## config.mk

```make
export PLATFORM = sky130hd
export DESIGN_NAME = div_hilo_ctrl
export DESIGN_NICKNAME = d
export VERILOG_FILES = /design/src/rtl/div_pkg.sv /design/src/rtl/div_step.sv /design/src/rtl/div_hilo_ctrl.sv
export SDC_FILE = /design/constraint.sdc
export NUM_CORES = 1
export LEC_CHECK = 0
export CELL_PAD_IN_SITES_DETAIL_PLACEMENT = 0
export CELL_PAD_IN_SITES_GLOBAL_PLACEMENT = 1
export CORE_ASPECT_RATIO = 0.8
export CORE_MARGIN = 8
export CORE_UTILIZATION = 37
export CTS_CLUSTER_DIAMETER = 50
export CTS_CLUSTER_SIZE = 40
export DETAILED_ROUTE_END_ITERATION = 16
export PLACE_DENSITY = 0.73
export SYNTH_ARGS = -nofsm -noshare
export SYNTH_HDL_FRONTEND = slang
export SYNTH_HIERARCHICAL = 1
export SYNTH_SLANG_ARGS = --single-unit
```

## constraint.sdc

```tcl
create_clock -name clk -period 3.15 [get_ports clk]
set_input_delay 0.315 -clock clk [delete_from_list [all_inputs] [get_ports clk]]
set_output_delay 0.315 -clock clk [all_outputs]
set_load 0.02 [all_outputs]
```

## src/rtl/div_pkg.sv

```systemverilog
// Shared divider constants: state encoding, operand width and HiLo packing.
// HiLo readers pick Hi/Lo out of div_ans with the same offsets.
package div_pkg;

  localparam int DIV_WIDTH   = 32;
  localparam int HILO_HI_LSB = 0;
  localparam int HILO_LO_LSB = 32;

  typedef enum logic [1:0] {
    S_IDLE = 2'd0,
    S_RUN  = 2'd1,
    S_DONE = 2'd2
  } div_state_e;

endpackage

```

## src/rtl/div_step.sv

```systemverilog
// One restoring shift-subtract iteration, purely combinational.
// The borrow lives in the WIDTH+1 trial; a kept remainder is always < dvsr.
module div_step
  import div_pkg::*;
#(
  parameter int WIDTH = DIV_WIDTH
) (
  input  logic [WIDTH-1:0] rem,
  input  logic [WIDTH-1:0] quot,
  input  logic [WIDTH-1:0] dvsr,
  output logic [WIDTH-1:0] rem_next,
  output logic [WIDTH-1:0] quot_next
);

  logic [WIDTH:0] shifted;
  logic [WIDTH:0] trial;

  always_comb begin
    shifted = {rem, quot[WIDTH-1]};
    trial   = shifted - {1'b0, dvsr};
    if (!trial[WIDTH]) begin
      rem_next  = trial[WIDTH-1:0];
      quot_next = {quot[WIDTH-2:0], 1'b1};
    end else begin
      rem_next  = shifted[WIDTH-1:0];
      quot_next = {quot[WIDTH-2:0], 1'b0};
    end
  end

endmodule

```

## src/rtl/div_hilo_ctrl.sv

```systemverilog
// Multi-cycle unsigned divide controller feeding HiLo's DivAns port.
// One quotient bit per clock; divide-by-zero short-circuits to DONE.
module div_hilo_ctrl
  import div_pkg::*;
#(
  parameter int WIDTH = DIV_WIDTH
) (
  input  logic               clk,
  input  logic               reset,
  input  logic               start,
  input  logic [WIDTH-1:0]   dividend,
  input  logic [WIDTH-1:0]   divisor,
  output logic               busy,
  output logic               done,
  output logic               div_by_zero,
  output logic               hilo_we,
  output logic [2*WIDTH-1:0] div_ans
);

  localparam int CW = $clog2(WIDTH + 1);

  div_state_e     state;
  div_state_e     state_next;
  logic [CW-1:0]  cnt;
  logic [WIDTH-1:0] rem;
  logic [WIDTH-1:0] quot;
  logic [WIDTH-1:0] dvsr;
  logic [WIDTH-1:0] rem_next;
  logic [WIDTH-1:0] quot_next;
  logic           last;

  assign last = (cnt == CW'(1));

  div_step #(.WIDTH(WIDTH)) u_step (
    .rem       (rem),
    .quot      (quot),
    .dvsr      (dvsr),
    .rem_next  (rem_next),
    .quot_next (quot_next)
  );

  always_ff @(posedge clk) begin
    if (reset) state <= S_IDLE;
    else       state <= state_next;
  end

  always_comb begin
    state_next = state;
    unique case (state)
      S_IDLE: begin
        if (start)
          state_next = (divisor == '0) ? S_DONE : S_RUN;
      end
      S_RUN:  if (last) state_next = S_DONE;
      S_DONE: state_next = S_IDLE;
      default: state_next = S_IDLE;
    endcase
  end

  always_ff @(posedge clk) begin
    if (reset) begin
      rem         <= '0;
      quot        <= '0;
      dvsr        <= '0;
      cnt         <= '0;
      div_by_zero <= 1'b0;
      div_ans     <= '0;
    end else begin
      unique case (state)
        S_IDLE: begin
          if (start && divisor == '0) begin
            div_by_zero <= 1'b1;
            div_ans[HILO_LO_LSB +: WIDTH] <= '1;
            div_ans[HILO_HI_LSB +: WIDTH] <= dividend;
          end else if (start) begin
            rem         <= '0;
            quot        <= dividend;
            dvsr        <= divisor;
            cnt         <= CW'(WIDTH);
            div_by_zero <= 1'b0;
          end
        end
        S_RUN: begin
          rem  <= rem_next;
          quot <= quot_next;
          cnt  <= cnt - CW'(1);
          if (last) begin
            div_ans[HILO_LO_LSB +: WIDTH] <= quot_next;
            div_ans[HILO_HI_LSB +: WIDTH] <= rem_next;
          end
        end
        default: ;
      endcase
    end
  end

  assign busy    = (state == S_RUN);
  assign done    = (state == S_DONE);
  assign hilo_we = done;

endmodule

```

==> impl_results.md <==
* Width of the chip at 193 um
* Slew headroom at 50.6%
* P_sw at 0.00476 W
* Total gr overflow at 0
* Final Skew at 0.0178 ns
* Fraction of layout cells with a size suffix above 1 at 20.1%
* # setup viols final at 59
* Final instance count without filler cells at 1537
* Cell family contributing the most delay on the critical path: compound AO/OA/AOI/OAI gates
* Share of total power in sequential cells at 21.4%
* Area share of the largest cell type after synthesis at 36.4%
* Antenna violations before repair at 0
* Number of distinct standard cells referenced by the synthesized netlist at 69
* Post-synth EDFFs at 0
* Core region area at 0.0250 mm^2
* Critical Setup Path Class: flop to flop
* Clock tree from TritonCTS: yes
* Initial core utilization at 37.2%
* Maximum vdd ir drop at 0.646 mV
* Minimum setup slack in the final design at -0.171 ns
* Detailed Place HPWL at 19.7 mm
* Antenna violation net count after detailed routing at 0
* Syn avg cell area at 8.57 um^2
* Sw frac at 40.8%
* Maximum number of pins on one net before global-route repair at 69
* Clk network pwr share at 17.9%
* Number of warnings reported in the yosys synthesis log at 6
* Num rows at 52
* Result of the run: finished, violations left
* Clock tree root driver cell: sky130_fd_sc_hd__clkbuf_16
* Slowest stage cell, crit path: sky130_fd_sc_hd__fa_2
* Layout Area Growth over Synthesis at 30.9%
* Total DRC errors in the routed layout at 0
* Buffers plus inverters on the worst setup path at 3
* Number of sinks driven by the clock tree at 169
* Area of the multi-input gates at 0.00556 mm^2
* Clock slew seen by the registers of the worst setup and hold paths at 0.08 ns
* Top-count cell post-synth: sky130_fd_sc_hd__dfxtp_1
* Syn Nets at 1187
* Cell count after synthesis at 1085
* Die Ht at 158 um
* Wire per inst at 18.9 um
* Final Util at 48.7%
* # IOs at 135
* Synthesized area at 0.00929 mm^2
* Die Footprint at 0.0305 mm^2
* Data arrival time at the worst-slack endpoint at 3.63 ns
* Post-synthesis cell type with the largest combined area: sky130_fd_sc_hd__dfxtp_1
* Power density over cell area at 958 mW/mm^2
* Seq/Total Area, Yosys at 36.4%
* Setup repair after global routing missed its margin: yes
* Via count of the first global-routing pass at 7973
* Max Root-Sink Buffers at 2
* Worst setup slack after placement at -0.183 ns
* Clock buffers created by TritonCTS at 17
* Number of pins exceeding their max-slew limit in the final report at 0
* Number of detailed-route iterations in the first pass at 5
* # fillers at 2425
* Number of design-rule violations left by the first detailed-router iteration at 644
* Number of vias after detailed routing at 8285
* Maxcap violations at 0
* Internal Power at 0.00690 W
* Critical path data required time at 3.46 ns
* Area of all sequential standard cells at 0.00339 mm^2
* Post-Route WL at 29.1 mm
* Slew at the pin with the worst max-slew slack at 0.741 ns
* Leakage power of the design at 4.78 nW
* Total negative slack at -4.17 ns
* Maximum net fanout on the critical path at 7
* Fraction of registers with async set or reset after synthesis at 0%
* NumNets Final at 1302
* Most instantiated cells after synthesis: sky130_fd_sc_hd__dfxtp_1, sky130_fd_sc_hd__nor2_1, sky130_fd_sc_hd__a21oi_1
* PortBufs at 134
* Violations in the final reports: negative setup slack
* Ranking of synthesized cells by area: sky130_fd_sc_hd__dfxtp_1, sky130_fd_sc_hd__mux2i_1, sky130_fd_sc_hd__a21oi_1
* Tightest Hold Check Type: primary input to flop
* Clock latency of the later-clocked register in the worst-skew pair at 0.44 ns
* Setup crit end kind: flop
* GRT Resource Usage Total at 18.7%
* Cells traversed along the worst timing path: inv_2, ha_4, fa_2, and2b_2, o2111ai_4, a21oi_4, o2111ai_2, a211oi_2, nor2_4, mux2i_4, and2_4, buf_6, inv_16, mux2_4, a22oi_2, a21oi_2
* CTS H-tree lvls at 4
* Max Fclk at 301 MHz
* Wire length of the first global-routing pass at 44.9 mm
* ANT cells at 0
* Placed Cells incl. Taps at 1494
* Share of the clock period used by the worst path at 105%
* Post-route total power at 0.0117 W
* Final count of hold timing violations at 0
* Ratio of routed vias to standard cells at 5.39
* Critical Path Start Type: flop
* Dominant register cell in the synthesized netlist: sky130_fd_sc_hd__dfxtp_1
* Min cycle time layout at 3.32 ns
* Placer Congestion at 0.870
* Fraction of power consumed by combinational cells at 60.7%
* Yosys reg bits at 169
* Max stage delay on crit path at 0.34 ns
[sequential cells by signal, indices dropped and copies added, names as in the netlist]
signal	cells
div_ans	64
dvsr	32
div_by_zero	1
quot	32
rem	32
cnt	6
state	2
[per-stage QoR]
| step | hold WS, ns | area, um^2 |
|---|---|---|
| after floorplan | 0.429 | 9320 |
| after global placement | 0.455 | 10900 |
| after detailed placement | 0.460 | 10900 |
| after CTS | 0.347 | 11600 |
| after global routing | 0.379 | 12200 |
| final | 0.369 | 12200 |
[per-layer routing]
| layer | global-route usage (%) | vias up | part of all wire [%] |
|---|---|---|---|
| met5 | 0 | - | 0 |
| met1 | 25.2 | 3965 | 48 |
| met2 | 30.1 | 209 | 46 |
| li1 | - | 4084 | - |
| met3 | 3.50 | 27 | 4.6 |
| met4 | 4.75 | 0 | 1.4 |
[cells by family (layout without fill, tap and decap cells)]
kind of cell,count (synthesis),after routing,synth area share [%]
xor gates and xnor gates,26,26,2.45
muxes,90,90,10.9
DFF,169,169,36.4
AOI/OAI and AO/OA,240,240,16.7
adders and majority gates,35,35,4.79
and+or+nand+nor,377,377,19.7
buffers and inverters,148,276,9.01
[cell type report]
cell class	count	area share, %
repair buffers	202	16.6
clock buffers	18	3.53
flip-flops and latches	169	27.8
clock inverters	14	1.24
repair inverters	3	0.401
multi-input cells	768	45.7
inverters	39	1.34
well taps	324	3.33
[final timing paths]
check                           slack [ns]                  endpoint                     start  cells past startpoint
worst max-delay path                 -0.17   div_ans[9]$_SDFFE_PP0P_     quot[31]$_SDFFE_PP0P_                     16
worst min register to register        0.47  div_ans[29]$_SDFFE_PP0P_  div_ans[29]$_SDFFE_PP0P_                      2
worst min-delay path                  0.37     dvsr[23]$_SDFFE_PP0P_                     reset                      2
worst max register to register       -0.17   div_ans[9]$_SDFFE_PP0P_     quot[31]$_SDFFE_PP0P_                     16
[power groups by stage]
stage	clock network [W]	registers, W	logic (W)
2_1_floorplan	0	0.00250	0.00405
3_3_place_gp	0	0.00253	0.00518
3_5_place_dp	0	0.00254	0.00517
4_1_cts	0.00214	0.00249	0.00553
5_1_grt	0.00225	0.00252	0.00752
6_report	0.00209	0.00249	0.00707
[cells in the final DEF (no fill, tap or decap), types with 4 or more instances in the layout]
cell type | netlist | final
sky130_fd_sc_hd__a211oi_1 | 35 | 35
sky130_fd_sc_hd__a21o_1 | 17 | 17
sky130_fd_sc_hd__a21oi_1 | 94 | 78
sky130_fd_sc_hd__a21oi_2 | 1 | 16
sky130_fd_sc_hd__a22oi_2 | 0 | 30
sky130_fd_sc_hd__a31oi_1 | 7 | 6
sky130_fd_sc_hd__and3_1 | 4 | 4
sky130_fd_sc_hd__buf_12 | 3 | 9
sky130_fd_sc_hd__buf_4 | 40 | 47
sky130_fd_sc_hd__buf_6 | 8 | 12
sky130_fd_sc_hd__clkbuf_16 | 0 | 18
sky130_fd_sc_hd__clkdlybuf4s50_1 | 0 | 133
sky130_fd_sc_hd__clkinv_4 | 0 | 5
sky130_fd_sc_hd__clkinv_8 | 0 | 5
sky130_fd_sc_hd__dfxtp_1 | 169 | 167
sky130_fd_sc_hd__ha_1 | 34 | 32
sky130_fd_sc_hd__inv_1 | 38 | 37
sky130_fd_sc_hd__inv_8 | 1 | 6
sky130_fd_sc_hd__mux2_4 | 19 | 23
sky130_fd_sc_hd__mux2i_1 | 66 | 66
sky130_fd_sc_hd__nand2_1 | 54 | 30
sky130_fd_sc_hd__nand2_2 | 0 | 23
sky130_fd_sc_hd__nand2b_1 | 5 | 4
sky130_fd_sc_hd__nand3_1 | 86 | 85
sky130_fd_sc_hd__nand4_1 | 7 | 7
sky130_fd_sc_hd__nor2_1 | 112 | 110
sky130_fd_sc_hd__nor2b_1 | 5 | 5
sky130_fd_sc_hd__nor3_1 | 71 | 71
sky130_fd_sc_hd__nor4_1 | 5 | 5
sky130_fd_sc_hd__nor4_2 | 4 | 4
sky130_fd_sc_hd__o21a_1 | 7 | 7
sky130_fd_sc_hd__o21ai_0 | 20 | 11
sky130_fd_sc_hd__o21ai_2 | 0 | 4
sky130_fd_sc_hd__o21ai_4 | 1 | 5
sky130_fd_sc_hd__o21bai_1 | 4 | 4
sky130_fd_sc_hd__or3_1 | 4 | 4
sky130_fd_sc_hd__xnor2_1 | 13 | 13
sky130_fd_sc_hd__xor2_1 | 13 | 13
[what timing repair did]
item,4_1_cts,5_1_grt
pin swaps,3,36
setup endpoints to repair,53,66
resized for setup,19,113
buffers inserted,1,9
hold buffers,0,0
gates cloned,1,3
(Power assumes the default switching activity.)
